**src/rtl/memory_loader.sv**
```systemverilog
// Byte-serial 4x4 matrix loader with a single sequential MAC computing C = A x W into Feature_Memory[16:31].
// Define MEMORY_LOADER_SAT_EN to saturate result bytes at 255 instead of truncating to the low 8 bits.
module memory_loader (
    input  logic       clk,
    input  logic       rst,
    input  logic [7:0] port_A,
    input  logic [7:0] port_W,
    input  logic       write_enable_A,
    input  logic       write_enable_W,
    input  logic       startSignal,
    output logic [7:0] port_O,
    output logic       done
);

    typedef enum logic {IDLE, COMPUTE} state_t;

    state_t      state;
    logic [7:0]  Feature_Memory [0:31];
    logic [7:0]  Weight_Memory  [0:15];
    logic [3:0]  ptr_A;
    logic [3:0]  ptr_W;
    logic [1:0]  i;
    logic [1:0]  j;
    logic [1:0]  k;
    logic [17:0] acc;
    logic        start_q;

    logic        start_edge;
    logic [15:0] product;
    logic [17:0] sum;
    logic [7:0]  result;

    always_comb begin
        start_edge = startSignal & ~start_q;
        product    = Feature_Memory[{1'b0, i, k}] * Weight_Memory[{k, j}];
        sum        = acc + {2'b00, product};
`ifdef MEMORY_LOADER_SAT_EN
        result     = (sum > 18'd255) ? 8'hFF : sum[7:0];
`else
        result     = sum[7:0];
`endif
    end

    always_ff @(posedge clk or negedge rst) begin
        if (!rst) begin
            state   <= IDLE;
            ptr_A   <= '0;
            ptr_W   <= '0;
            i       <= '0;
            j       <= '0;
            k       <= '0;
            acc     <= '0;
            start_q <= 1'b0;
            port_O  <= '0;
            done    <= 1'b0;
            for (int unsigned n = 0; n < 32; n++) Feature_Memory[n] <= '0;
            for (int unsigned n = 0; n < 16; n++) Weight_Memory[n]  <= '0;
        end else begin
            start_q <= startSignal;
            case (state)
                IDLE: begin
                    if (write_enable_A) begin
                        Feature_Memory[{1'b0, ptr_A}] <= port_A;
                        ptr_A <= ptr_A + 4'd1;
                    end
                    if (write_enable_W) begin
                        Weight_Memory[ptr_W] <= port_W;
                        ptr_W <= ptr_W + 4'd1;
                    end
                    if (start_edge) begin
                        state <= COMPUTE;
                        done  <= 1'b0;
                        i     <= '0;
                        j     <= '0;
                        k     <= '0;
                        acc   <= '0;
                    end
                end
                COMPUTE: begin
                    // k innermost; the 2-bit counters wrap naturally at 3
                    k <= k + 2'd1;
                    if (k == 2'd3) begin
                        Feature_Memory[{1'b1, i, j}] <= result;
                        port_O <= result;
                        acc    <= '0;
                        j      <= j + 2'd1;
                        if (j == 2'd3) begin
                            i <= i + 2'd1;
                            if (i == 2'd3) begin
                                state <= IDLE;
                                done  <= 1'b1;
                            end
                        end
                    end else begin
                        acc <= sum;
                    end
                end
                default: state <= IDLE;
            endcase
        end
    end

endmodule

```
**config.mk**
```make
export PLATFORM = sky130hd
export DESIGN_NAME = memory_loader
export DESIGN_NICKNAME = d
export VERILOG_FILES = /design/src/rtl/memory_loader.sv
export SDC_FILE = /design/constraint.sdc
export NUM_CORES = 1
export LEC_CHECK = 0
export ABC_CLOCK_PERIOD_IN_PS = 4800
export CORE_ASPECT_RATIO = 1.75
export CORE_MARGIN = 2
export CORE_UTILIZATION = 48
export CTS_CLUSTER_SIZE = 16
export DETAILED_ROUTE_END_ITERATION = 16
export PLACE_DENSITY = 0.67
export SYNTH_ARGS = -nofsm -noshare
export SYNTH_HDL_FRONTEND = slang
export SYNTH_SLANG_ARGS = --single-unit
```
**constraint.sdc**
```tcl
create_clock -name clk -period 4.8 [get_ports clk]
set_input_delay 1.44 -clock clk [delete_from_list [all_inputs] [get_ports clk]]
set_output_delay 1.44 -clock clk [all_outputs]
set_load 0.02 [all_outputs]
```
# Word-level counts from Yosys, hierarchy flattened
# Index checks and enable logic that the tools add are counted.
[word_totals]
register_bits = 427
in_bits = 21
word_cells = 137
[classes]
n_addsub = 6
multipliers = 1
order_cmp = 8
eq_ne = 8
muxes = 38
bitwise_logic = 8
n_reduce_logical = 10
[ops]
columns = ["cell", "n"]
rows = [
  ["256-bit bitwise mux", 2],
  ["256-bit two-way mux", 2],
  ["256-bit one-hot mux with 2 select lines", 1],
  ["128-bit bitwise mux", 1],
  ["8-bit demux with 5-bit select", 2],
  ["8-bit two-way mux", 7],
  ["8-bit binary-select mux with 5-bit select", 1],
  ["18-bit two-way mux", 2],
  ["18-bit one-hot mux with 2 select lines", 1],
  ["8-bit binary-select mux with 4-bit select", 1],
  ["8-bit demux with 4-bit select", 1],
  ["18-bit by 16-bit adder with 18-bit output", 1],
  ["6-bit >= comparator, second input constant", 3],
  ["8-bit by 8-bit multiplier with 16-bit output", 1],
  ["6-bit by 1-bit less-than comparator with 1-bit output, second input constant", 2],
  ["4-bit inverter with 6-bit output", 2],
  ["2-bit one-hot mux with 2 select lines", 3],
  ["5-bit >= comparator, second input constant", 2],
  ["4-bit inverter with 5-bit output", 2],
  ["2-bit AND reduction", 5],
  ["4-bit by 1-bit adder with 4-bit output, second input constant", 2],
  ["1-bit two-way mux", 8],
  ["2-bit two-way mux", 4],
  ["2-bit by 1-bit adder with 2-bit output, second input constant", 3],
  ["11 further kinds", 20],
]

# Logic depth before layout (Yosys ltp)
# Gate-level depths: netlist (run 1).
[depth]
word_depth = 9
ltp_mapped = 22
depth_no_buf = 19

# Worst setup path after synthesis (run 1)
# No wires, ideal clock.
[synth_timing]
path_type = "reg2reg"
from = "register k[0]"
to = "register port_O[7]"
setup_time_ps = 134
t_arrival_ps = 5082
required_time_ps = 4666
setup_slack_ps = -416
path_stages_with_launch = 23
n_path_buf = 3
period_less_slack_ps = 5216
cell_sequence = "dfrtp_1 -> buf_6 -> buf_6 -> buf_6 -> mux4_2 -> a22oi_1 -> nand2_1 -> nand2_1 -> fa_1 -> inv_1 -> fa_1 -> ha_1 -> inv_1 -> fa_1 -> inv_1 -> fa_1 -> a21o_1 -> a21oi_1 -> xnor2_1 -> xnor2_1 -> xnor3_1 -> xnor2_1 -> o21ai_1"
[synth_between]
elab_chain_cells = 6
elab_cells_between_ends = 12
[synth_rtl]
columns = ["element", "line", "source"]
rows = [
  ["from (decl)", "24", "logic [1:0] k;"],
  ["from (signal assigned)", "81", "k <= k + 2'd1;"],
  ["4-bit inverter with 6-bit output (not written as such) or 4-bit inverter with 5-bit output (tied branches)", "35", "product = Feature_Memory[{1'b0, i, k}] * Weight_Memory[{k, j}];"],
  ["8-bit binary-select mux with 5-bit select or 8-bit binary-select mux with 4-bit select (tied branches)", "35", ""],
  ["8-bit two-way mux (not written as such) (2 in series)", "35", ""],
  ["8-bit by 8-bit multiplier with 16-bit output", "35", ""],
  ["18-bit by 16-bit adder with 18-bit output", "36", "sum = acc + {2'b00, product};"],
  ["to (signal assigned)", "84", "port_O <= result;"],
  ["to (decl)", "11", "output logic [7:0] port_O,"],
]
# Parallel ways exist; a longest one is shown, timed or not. The select of a mux whose other input is x is not followed.
# A chain may end at the register's enable or synchronous reset.

# Final worst setup path (run 1)
[layout_timing]
from = "register j[0]"
to = "register acc[7]"
[layout_between]
elab_chain_cells = 8
[layout_rtl]
columns = ["element", "line", "source"]
rows = [
  ["from (decl)", "23", "logic [1:0] j;"],
  ["from (signal assigned)", "86", "j <= j + 2'd1;"],
  ["4-bit inverter with 5-bit output (not written as such)", "35", ""],
  ["8-bit binary-select mux with 4-bit select", "35", ""],
  ["8-bit two-way mux (not written as such) (2 in series)", "35", ""],
  ["8-bit by 8-bit multiplier with 16-bit output", "35", ""],
  ["18-bit by 16-bit adder with 18-bit output", "36", ""],
  ["18-bit two-way mux", "82", "if (k == 2'd3) begin"],
  ["18-bit one-hot mux with 2 select lines", "60", "case (state)"],
  ["to (signal assigned)", "95", "acc <= sum;"],
  ["to (decl)", "25", "logic [17:0] acc;"],
]
# No other way between the ends. The select of a mux whose other input is x is not followed.

==> flow_metrics.env, run 1 <==
export IMPL_status="finished, violations left"
export IMPL_violations="negative setup slack"
export IMPL_synth_nets=1023
export IMPL_leakagePower_nw=8.03
export IMPL_dr_total_vias=8194
export IMPL_grt_first_pass_wirelength_um=51200
export IMPL_core_area_um2=28700
export IMPL_die_h_um=230
export IMPL_wl_um=32900
export IMPL_clk_pin_slew_ns=0.06
export IMPL_track_usage_pct=22.0
export IMPL_cp_max_fo=8
export IMPL_io_pins=30
export IMPL_first_pass_iters=6
export IMPL_die_area_um2=30600
export IMPL_nNetsFinal=1119
export IMPL_fillers=2311
export IMPL_cts_path_max_buffers=3
export IMPL_final_area_um2=16500
export IMPL_finalMaxSlewViolations=0
export IMPL_required_ns=5.25
export IMPL_post_drt_via_cell_ratio=5.65
export IMPL_gp_congestion=0.840
export IMPL_grt_max_degree=128
export IMPL_clk_latency_ns=0.56
export IMPL_yosys_register_bits=289
export IMPL_maxCapViolations=0
export IMPL_cts_hold_buf=0
export IMPL_grt_pass1_vias=9026
export IMPL_ir_drop_uv=292
export IMPL_r2r_start="j[0]"
export IMPL_tightest_slew_ns=0.960
export IMPL_routedWlPerCell_um=22.7
export IMPL_critPathTopFamily="adder cells"
export IMPL_netlist_area_um2=14000
export IMPL_grt_ovfl_total=0
export IMPL_drt_initial_drc_count=349
export IMPL_io_buffers=29
export IMPL_startpoint_type="flip-flop"
export IMPL_ys_seq_area_share_pct=51.6
export IMPL_crit_path_end_kind="flip-flop"
export IMPL_placed_area_um2=15200
export IMPL_max_freq_mhz=198
export IMPL_syn_area_per_cell_um2=14.7
export IMPL_critical_path_class="reg2reg"
export IMPL_place_ws_ns=-0.508
export IMPL_finalCritPeriodShare_pct=105
export IMPL_yosysUniqueCellTypes=38
export IMPL_cp_slowest_cell="mux4_2"
export IMPL_p_per_area_nw_per_um2=470
export IMPL_worstHoldStart="Feature_Memory[143]"
export IMPL_fin_skew_ns=0.0224
export IMPL_hpwl_um=23300
export IMPL_cts_tree="yes"
export IMPL_antennaDiodeCount=0
export IMPL_crit_arrival_ns=5.50
export IMPL_numCtsBuffers=27
export IMPL_path_cells="buf_12, mux4_2, a22oi_2, nand2_4, buf_4, and2_1, fa_1, ha_1, ha_2, fa_1, ha_2, fa_2, a21o_1, a21oi_2, xnor2_1, xnor2_1, xnor3_1, xnor2_2, o21ai_1"
export IMPL_die_w_um=133
export IMPL_antenna_found_initial=0
export IMPL_cts_max_level=1
export IMPL_syn_to_final_growth_pct=17.5
export IMPL_yosysWarnings=0
export IMPL_grt_setup_unrepaired="yes"
export IMPL_setup_viol=2
export IMPL_drive_above_1_share_pct=47.0
export IMPL_final_antenna_net_count=0
export IMPL_critPathMaxStageDelay_ns=0.51
export IMPL_cts_root_buf="clkbuf_16"
export IMPL_hp_class="reg2reg"
export IMPL_initial_core_util_pct=48.8
export IMPL_clock_sinks=289
export IMPL_startpoint="j[0]"
export IMPL_drcViolationCount=0
export IMPL_row_count=82
export IMPL_setup_ws_ns=-0.252
export IMPL_report_final_hold_viol_count=0
export IMPL_slew_headroom_pct=36.0
export IMPL_cp_num_buf_inv=2
export IMPL_fin_crit_ns=5.05
export IMPL_synth_cells=956
==> final cells by class <==
class | instances | area [um2] | area share (%)
Clock buffer | 40 | 785 | 4.77
Clock inverter | 9 | 77.6 | 0.472
Inverter | 40 | 150 | 0.913
Multi-Input combinational cell | 577 | 6600 | 40.1
Sequential cell | 289 | 7230 | 44.0
Tap cell | 378 | 473 | 2.87
Timing Repair Buffer | 117 | 1140 | 6.91
==> synth_stat cells <==
cell | count | area share (%)
dfrtp_1 | 289 | 52
mux2_2 | 253 | 20
nand2_1 | 82 | 2.2
mux4_2 | 61 | 9.8
inv_1 | 40 | 1.1
clkbuf_1 | 32 | 0.86
ha_1 | 28 | 2.5
a22oi_1 | 24 | 1.3
xnor2_1 | 19 | 1.2
fa_1 | 18 | 2.6
and2_1 | 11 | 0.49
mux2_1 | 11 | 0.88
a22o_1 | 8 | 0.50
buf_2 | 8 | 0.29
nor2_1 | 8 | 0.21
nor2b_1 | 8 | 0.36
o21ai_0 | 8 | 0.29
buf_6 | 6 | 0.48
mux4_1 | 5 | 0.94
a21oi_1 | 4 | 0.14
mux2i_1 | 4 | 0.29
and3_1 | 3 | 0.13
nand4_1 | 3 | 0.13
nor3b_1 | 3 | 0.16
xor2_1 | 3 | 0.19
a21o_1 | 2 | 0.11
buf_1 | 2 | 0.054
nor3_1 | 2 | 0.071
o21ai_1 | 2 | 0.071
and3b_1 | 1 | 0.063
buf_12 | 1 | 0.14
buf_4 | 1 | 0.054
nand2_4 | 1 | 0.080
nand2b_1 | 1 | 0.045
nand3_1 | 1 | 0.036
o211ai_1 | 1 | 0.054
xnor3_1 | 1 | 0.16
xor2_2 | 1 | 0.12
==> power breakdown <==
group | total [W] | switching, W | internal, W | leakage (nW)
combinational | 0.00247 | 0.00113 | 0.00134 | 3.64
clock | 0.00212 | 0.000935 | 0.00118 | 0.430
sequential | 0.00314 | 0.000276 | 0.00287 | 3.96
==> per-stage QoR <==
step                hold WS [ns]  power [W]  cells  util [%]  TNS, ns
floorplan                  0.450    0.00455    956         -   -0.275
global placement           0.470    0.00540   1387      53.0    -1.25
global route               0.507    0.00810   1450      57.3   -0.970
detailed placement         0.479    0.00545   1387      53.0    -1.19
CTS                        0.494    0.00775   1449      56.8   -0.564
finish                     0.491    0.00773   1450      57.3   -0.503
==> state kept, by name, indices dropped and copies added (netlist names) <==
name and cells:
ptr_W 4, state 1, start_q 1, done 1, j 2, acc 8, ptr_A 4, k 2
i 2, Feature_Memory 128, Weight_Memory 128, port_O 8
==> per-layer routing <==
metal	part of all wire, %	GRT usage, %	vias to the layer above	routed length, um
li1	-	-	3630	-
met1	36	23.8	4335	11900
met2	57	42.2	136	18600
met3	2.3	2.47	93	753
met4	4.9	10.6	0	1600
met5	0	0	-	0
==> logic make-up after synthesis <==
kind of cell | after synthesis | share of synthesized area (%)
multiplexers | 334 | 32.3
flip-flops | 289 | 51.6
AND/OR/NAND/NOR | 124 | 3.98
buffers and inverters | 90 | 2.95
AO/OA/AOI/OAI | 49 | 2.45
adder cells (fa/ha/maj) | 46 | 5.07
XOR/XNOR | 24 | 1.65
==> worst paths after layout <==
path                                  endpoint  slack (ns)  cells past startpoint
setup reg to reg                        acc[7]       -0.25                     19
setup / recovery                        acc[7]       -0.25                     19
min in group asynchronous             ptr_W[2]        1.01                      1
hold / removal             Feature_Memory[143]        0.49                      1
max in group asynchronous   Weight_Memory[124]        2.88                      2
hold reg to reg            Feature_Memory[143]        0.49                      1
==> placed cells by master (no fill, tap or decap), types with 11 or more instances in the layout <==
master	synthesis	layout
nand2_1	82	67
clkbuf_16	0	27
a22oi_2	0	19
dfrtp_1	289	287
inv_1	40	37
mux2_2	253	252
buf_12	1	11
buf_4	1	70
mux4_2	61	63
ha_1	28	21
clkdlybuf4s50_1	0	28
fa_1	18	17
xnor2_1	19	17
nand2_2	0	14
mux2_1	11	11
==> what timing repair did <==
action,4_1_cts,5_1_grt
cloned,1,0
pin swaps,18,22
buffers inserted,12,2
endpoints found under the setup margin,4,4
gates resized for setup,32,27
(Power assumes the default switching activity.)
==> run 2, diff against run 1 <==
--- a/config.mk
+++ b/config.mk
@@ -6,12 +6,14 @@
 export NUM_CORES = 1
 export LEC_CHECK = 0
 export ABC_CLOCK_PERIOD_IN_PS = 4800
+export CELL_PAD_IN_SITES_DETAIL_PLACEMENT = 1
+export CELL_PAD_IN_SITES_GLOBAL_PLACEMENT = 2
 export CORE_ASPECT_RATIO = 1.75
 export CORE_MARGIN = 2
-export CORE_UTILIZATION = 48
+export CORE_UTILIZATION = 42
 export CTS_CLUSTER_SIZE = 16
 export DETAILED_ROUTE_END_ITERATION = 16
-export PLACE_DENSITY = 0.67
+export PLACE_DENSITY_LB_ADDON = 0.1
 export SYNTH_ARGS = -nofsm -noshare
 export SYNTH_HDL_FRONTEND = slang
 export SYNTH_SLANG_ARGS = --single-unit
==> run 2 against run 1 <==
- the run still ends with negative setup slack left
- highest routed layer unchanged
- clock-buffer cell count fell by 3
- global-route usage rose by 0.24 points
- first-iteration DRC count fell by 17%
- largest power group unchanged
- combinational power rose by 4%
- wire length rose by 12%
- largest cell class unchanged
- sequential share of layout area fell by 0.95 points
- cell count rose by 2.6%
- via count barely moved
- worst hold slack barely moved
- setup slack got worse by 0.12 ns
- clock power rose by 24%
- critical path depth rose by 1
==> flow_metrics.env, run 2 (same netlist as run 1, synthesis figures left out) <==
export IMPL_syn_to_final_growth_pct=20.1
export IMPL_numCtsBuffers=29
export IMPL_p_per_area_nw_per_um2=497
export IMPL_hp_class="reg2reg"
export IMPL_cts_max_level=1
export IMPL_row_count=88
export IMPL_crit_path_end_kind="flip-flop"
export IMPL_grt_setup_unrepaired="yes"
export IMPL_initial_core_util_pct=42.5
export IMPL_clk_pin_slew_ns=0.06
export IMPL_combPwrFrac_pct=30.6
export IMPL_wl_um=36900
export IMPL_hpwl_um=26500
export IMPL_nNetsFinal=1127
export IMPL_die_w_um=142
export IMPL_track_usage_pct=22.3
export IMPL_io_pins=30
export IMPL_core_area_um2=32900
export IMPL_dr_total_vias=8189
export IMPL_antenna_found_initial=0
export IMPL_tightest_slew_ns=1.01
export IMPL_ir_drop_uv=355
export IMPL_die_area_um2=34900
export IMPL_grt_max_degree=71
export IMPL_io_buffers=29
export IMPL_drcViolationCount=0
export IMPL_p_clk_share_pct=31.5
export IMPL_gp_congestion=0.769
export IMPL_die_h_um=246
export IMPL_grt_pass1_vias=9535
export IMPL_post_drt_via_cell_ratio=5.51
export IMPL_finalMaxSlewViolations=0
export IMPL_violations="negative setup slack"
export IMPL_drt_initial_drc_count=291
export IMPL_fin_crit_ns=5.17
export IMPL_clock_sinks=289
export IMPL_p_sw_w=0.00247
export IMPL_crit_arrival_ns=5.65
export IMPL_fin_skew_ns=0.0108
export IMPL_pwr_share_seq_pct=37.9
export IMPL_grt_ovfl_total=0
export IMPL_cts_root_buf="clkbuf_16"
export IMPL_final_antenna_net_count=0
export IMPL_max_freq_mhz=193
export IMPL_cts_hold_buf=0
export IMPL_reg_top3="Feature_Memory (128), Weight_Memory (128)"
export IMPL_layout_commonest_cell="dfrtp_1"
export IMPL_p_int_w=0.00588
export IMPL_cts_tree="yes"
export IMPL_cp_max_fo=7
export IMPL_grt_first_pass_wirelength_um=57800
export IMPL_place_ws_ns=-0.654
export IMPL_critical_path_class="reg2reg"
export IMPL_startpoint_type="flip-flop"
export IMPL_setup_tns_ns=-0.730
export IMPL_switching_share_pct=29.6
export IMPL_slew_headroom_pct=32.4
export IMPL_status="finished, violations left"
export IMPL_setup_viol=2
export IMPL_required_ns=5.28
export IMPL_layout_common_cells="dfrtp_1, mux2_2, buf_4"
export IMPL_drive_above_1_share_pct=48.0
export IMPL_report_final_hold_viol_count=0
export IMPL_first_pass_iters=4
export IMPL_maxCapViolations=0
export IMPL_cts_path_max_buffers=3
export IMPL_clk_latency_ns=0.56
export IMPL_finalCritPeriodShare_pct=108
export IMPL_leakagePower_nw=8.19
export IMPL_setup_ws_ns=-0.368
export IMPL_routedWlPerCell_um=24.8
export IMPL_antennaDiodeCount=0
[run 2: changes by cell type in the layout (fill, tap and decap cells not counted), moves of 2 or more]
| cell | previous run | this run |
|---|---|---|
| a22oi_1 | 5 | 10 |
| a22oi_2 | 19 | 14 |
| and2_1 | 8 | 10 |
| buf_4 | 70 | 68 |
| buf_6 | 6 | 12 |
| bufinv_16 | 1 | 8 |
| clkbuf_1 | 7 | 3 |
| clkbuf_16 | 27 | 29 |
| clkinv_2 | 6 | 3 |
| fa_1 | 17 | 13 |
| fa_2 | 1 | 5 |
| inv_6 | 1 | 3 |
| xnor2_1 | 17 | 15 |
[run 2: repair_timing]
action                                  4_1_cts  5_1_grt
endpoints found under the setup margin        6        6
cloned                                        1        0
buffers inserted                             16        2
gates resized for setup                      65        9
pin swaps                                    34        3
[run 2: critical path, stage by stage (launching register included)]
cell	delay (ns)
dfrtp_2	0.41
buf_12	0.15
buf_4	0.13
buf_4	0.13
mux4_2	0.46
a22oi_1	0.24
nand2_2	0.16
and2_1	0.22
fa_2	0.53
ha_1	0.23
ha_2	0.18
fa_1	0.49
ha_2	0.21
fa_2	0.34
a21o_1	0.17
a21oi_2	0.17
xnor2_2	0.13
xnor2_1	0.14
xnor3_1	0.27
xnor2_2	0.16
o21ai_1	0.16
[run 2: final timing paths]
| kind | from | endpoint | slack [ns] | cells past startpoint |
|---|---|---|---|---|
| min in group asynchronous | rst | Feature_Memory[220] | 0.84 | 1 |
| worst min register to register | Feature_Memory[145] | Feature_Memory[145] | 0.49 | 1 |
| worst max register to register | k[0] | acc[7] | -0.37 | 20 |
| worst max-delay path | k[0] | acc[7] | -0.37 | 20 |
| max in group asynchronous | rst | k[0] | 2.99 | 2 |
| worst min-delay path | Feature_Memory[145] | Feature_Memory[145] | 0.49 | 1 |
[run 2: per-layer routing]
metal	track usage (%)	part of all wire [%]
met5	0	0
met4	8.50	3.9
met3	2.10	2.0
met2	45.3	59
met1	22.8	35
[run 2: cell type report]
| type | count | area, um2 |
|---|---|---|
| Clock inverter | 16 | 299 |
| Clock buffer | 37 | 806 |
| Inverter | 40 | 150 |
| Fill cell | 3193 | 16100 |
| Timing Repair Buffer | 123 | 1220 |
| Sequential cell | 289 | 7240 |
| Tap cell | 405 | 507 |
| Multi-Input combinational cell | 577 | 6600 |
[run 2: per-stage QoR]
| stage | hold slack [ns] | area, um2 | total power (W) | utilization (%) | cells |
|---|---|---|---|---|---|
| CTS | 0.494 | 16700 | 0.00843 | 50.8 | 1485 |
| finish | 0.491 | 16800 | 0.00835 | 51.1 | 1487 |
| floorplan | 0.450 | 14000 | 0.00455 | - | 956 |
| detailed placement | 0.482 | 15200 | 0.00551 | 46.3 | 1416 |
| global placement | 0.471 | 15200 | 0.00545 | 46.3 | 1416 |
| global route | 0.508 | 16800 | 0.00878 | 51.1 | 1487 |
[run 2: power groups by stage]
stage          Combinational, W  Sequential, W  Clock, W
6_report                0.00256        0.00317   0.00263
5_1_grt                 0.00276        0.00323   0.00279
4_1_cts                 0.00255        0.00317   0.00270
3_5_place_dp            0.00228        0.00323         0
3_3_place_gp            0.00225        0.00321         0
2_1_floorplan           0.00147        0.00308         0
==> run 3, diff against run 2 <==
--- a/config.mk
+++ b/config.mk
@@ -14,6 +14,7 @@
 export CTS_CLUSTER_SIZE = 16
 export DETAILED_ROUTE_END_ITERATION = 16
 export PLACE_DENSITY_LB_ADDON = 0.1
+export RECOVER_POWER = 100
 export SYNTH_ARGS = -nofsm -noshare
 export SYNTH_HDL_FRONTEND = slang
 export SYNTH_SLANG_ARGS = --single-unit
==> run 3 against run 2 <==
- the run ends with max-capacitance violations, max-slew violations, negative setup slack left
- cell count unchanged
- via count down 0.16%
- register-to-register slack about the same
- clock-buffer cell count unchanged
- critical path type unchanged
- die area unchanged
- clock power about the same
- final area down 0.33%
==> flow_metrics.env, run 3 (same netlist as run 1, synthesis figures left out) <==
export IMPL_status="finished, violations left"
export IMPL_violations="max-capacitance violations, max-slew violations, negative setup slack"
export IMPL_total_power_w=0.00834
export IMPL_clk_latency_ns=0.56
export IMPL_cts_path_max_buffers=3
export IMPL_worstHoldStart="Feature_Memory[145]"
export IMPL_startpoint="k[0]"
export IMPL_grt_setup_unrepaired="yes"
export IMPL_fin_crit_ns=5.16
export IMPL_grt_max_degree=71
export IMPL_first_pass_iters=4
export IMPL_critical_path_class="reg2reg"
export IMPL_dr_total_vias=8176
export IMPL_slew_headroom_pct=-28.4
export IMPL_track_usage_pct=22.3
export IMPL_drcViolationCount=0
export IMPL_report_final_hold_viol_count=0
export IMPL_fin_skew_ns=0.00929
export IMPL_die_area_um2=34900
export IMPL_setup_ws_ns=-0.359
export IMPL_finalCritPeriodShare_pct=107
export IMPL_clk_pin_slew_ns=0.06
export IMPL_io_buffers=29
export IMPL_routedWlPerCell_um=24.8
export IMPL_clock_sinks=289
export IMPL_maxCapViolations=6
export IMPL_finalMaxSlewViolations=300
export IMPL_worstHoldPathCells=1
export IMPL_nNetsFinal=1127
export IMPL_cts_max_level=1
export IMPL_hp_class="reg2reg"
export IMPL_hpwl_um=26500
export IMPL_wl_um=36900
export IMPL_p_per_area_nw_per_um2=498
export IMPL_die_w_um=142
export IMPL_cts_hold_buf=0
export IMPL_initial_core_util_pct=42.5
export IMPL_crit_arrival_ns=5.64
export IMPL_grt_ovfl_total=0
export IMPL_drive_above_1_share_pct=47.6
export IMPL_core_area_um2=32900
export IMPL_numCtsBuffers=29
export IMPL_ir_drop_uv=355
export IMPL_die_h_um=246
export IMPL_syn_to_final_growth_pct=19.7
export IMPL_max_freq_mhz=194
export IMPL_tightest_slew_ns=1.93
export IMPL_layout_common_cells="dfrtp_1, mux2_2, nand2_1"
export IMPL_final_antenna_net_count=0
export IMPL_grt_first_pass_wirelength_um=57800
export IMPL_reg_top3="Feature_Memory (128), Weight_Memory (128)"
export IMPL_antennaDiodeCount=0
export IMPL_setup_viol=2
export IMPL_grt_pass1_vias=9535
export IMPL_io_pins=30
export IMPL_crit_path_end_kind="flip-flop"
export IMPL_startpoint_type="flip-flop"
export IMPL_regToRegSetupSlack_ns=-0.36
export IMPL_reg2reg_depth=20
export IMPL_row_count=88
export IMPL_cts_tree="yes"
export IMPL_r2r_end="acc[7]"
export IMPL_required_ns=5.28
export IMPL_cp_max_fo=7
export IMPL_drt_initial_drc_count=284
export IMPL_post_drt_via_cell_ratio=5.50
export IMPL_r2r_start="k[0]"
export IMPL_fillers=3202
export IMPL_gp_congestion=0.769
export IMPL_hold_end="Feature_Memory[145]"
export IMPL_leakagePower_nw=8.16
export IMPL_antenna_found_initial=0
export IMPL_cts_root_buf="clkbuf_16"
export IMPL_place_ws_ns=-0.654
export IMPL_layout_commonest_cell="dfrtp_1"
-- run 3: cell types whose count changed in the layout (fill, tap and decap cells not counted) --
cell / previous run / this run
buf_8: 2 / 1
clkbuf_1: 3 / 7
clkbuf_2: 0 / 3
buf_4: 68 / 64
dlygate4sd3_1: 0 / 3
buf_12: 12 / 10
clkdlybuf4s50_1: 28 / 25
-- run 3: worst max path at each step --
| stage | endpoint | slack, ns | cells past startpoint |
|---|---|---|---|
| global placement | port_O[7] | -0.55 | 21 |
| detailed placement | port_O[7] | -0.65 | 19 |
| CTS | acc[7] | -0.37 | 22 |
| global route | acc[7] | -0.58 | 22 |
| finish | acc[7] | -0.36 | 20 |
| floorplan | port_O[7] | -0.14 | 22 |
-- run 3: through the flow --
step	hold WS, ns	instances	TNS [ns]	instance area (um2)	utilization (%)
2_1_floorplan	0.450	956	-0.275	14000	-
3_3_place_gp	0.471	1416	-1.66	15200	46.3
3_5_place_dp	0.482	1416	-2.01	15200	46.3
4_1_cts	0.494	1485	-0.727	16700	50.8
5_1_grt	0.508	1487	-1.35	16800	50.9
6_report	0.491	1487	-0.709	16800	50.9
-- run 3: per-layer routing --
layer  part of all wire [%]  routed length [um]  global-route usage (%)
met1                     35               12800                    22.8
met2                     59               21900                    45.3
met3                    1.9                 688                    2.10
met4                    4.0                1460                    8.50
met5                      0                   0                       0
-- run 3: layout make-up --
| cell class | instances | area [um2] | share of cell area, % |
|---|---|---|---|
| multi-input combinational | 577 | 6600 | 39.4 |
| clock buffer | 37 | 806 | 4.81 |
| tap | 405 | 507 | 3.02 |
| clock inverter | 16 | 299 | 1.78 |
| sequential | 289 | 7240 | 43.2 |
| inverter | 40 | 150 | 0.896 |
| timing repair buffer | 123 | 1170 | 6.97 |
-- run 3: critical path, stage by stage, from the launching register on --
cell	delay, ns
dfrtp_2	0.41
buf_12	0.15
buf_4	0.13
buf_4	0.13
mux4_2	0.46
a22oi_1	0.24
nand2_2	0.16
and2_1	0.22
fa_2	0.53
ha_1	0.23
ha_2	0.18
fa_1	0.49
ha_2	0.21
fa_2	0.34
a21o_1	0.17
a21oi_2	0.17
xnor2_2	0.13
xnor2_1	0.14
xnor3_1	0.27
xnor2_2	0.16
o21ai_1	0.16
-- run 3: power breakdown --
| group | internal [W] | leakage, nW | switching, W |
|---|---|---|---|
| Sequential | 0.00287 | 3.96 | 0.000301 |
| Combinational | 0.00139 | 3.66 | 0.00116 |
| Clock | 0.00162 | 0.543 | 0.00100 |
-- run 3: repair_timing --
action                                  4_1_cts  5_1_grt
setup buffers                                16        2
gates resized for setup                      65        9
pin swaps                                    34        3
endpoints found under the setup margin        6        6
cloned                                        1        0
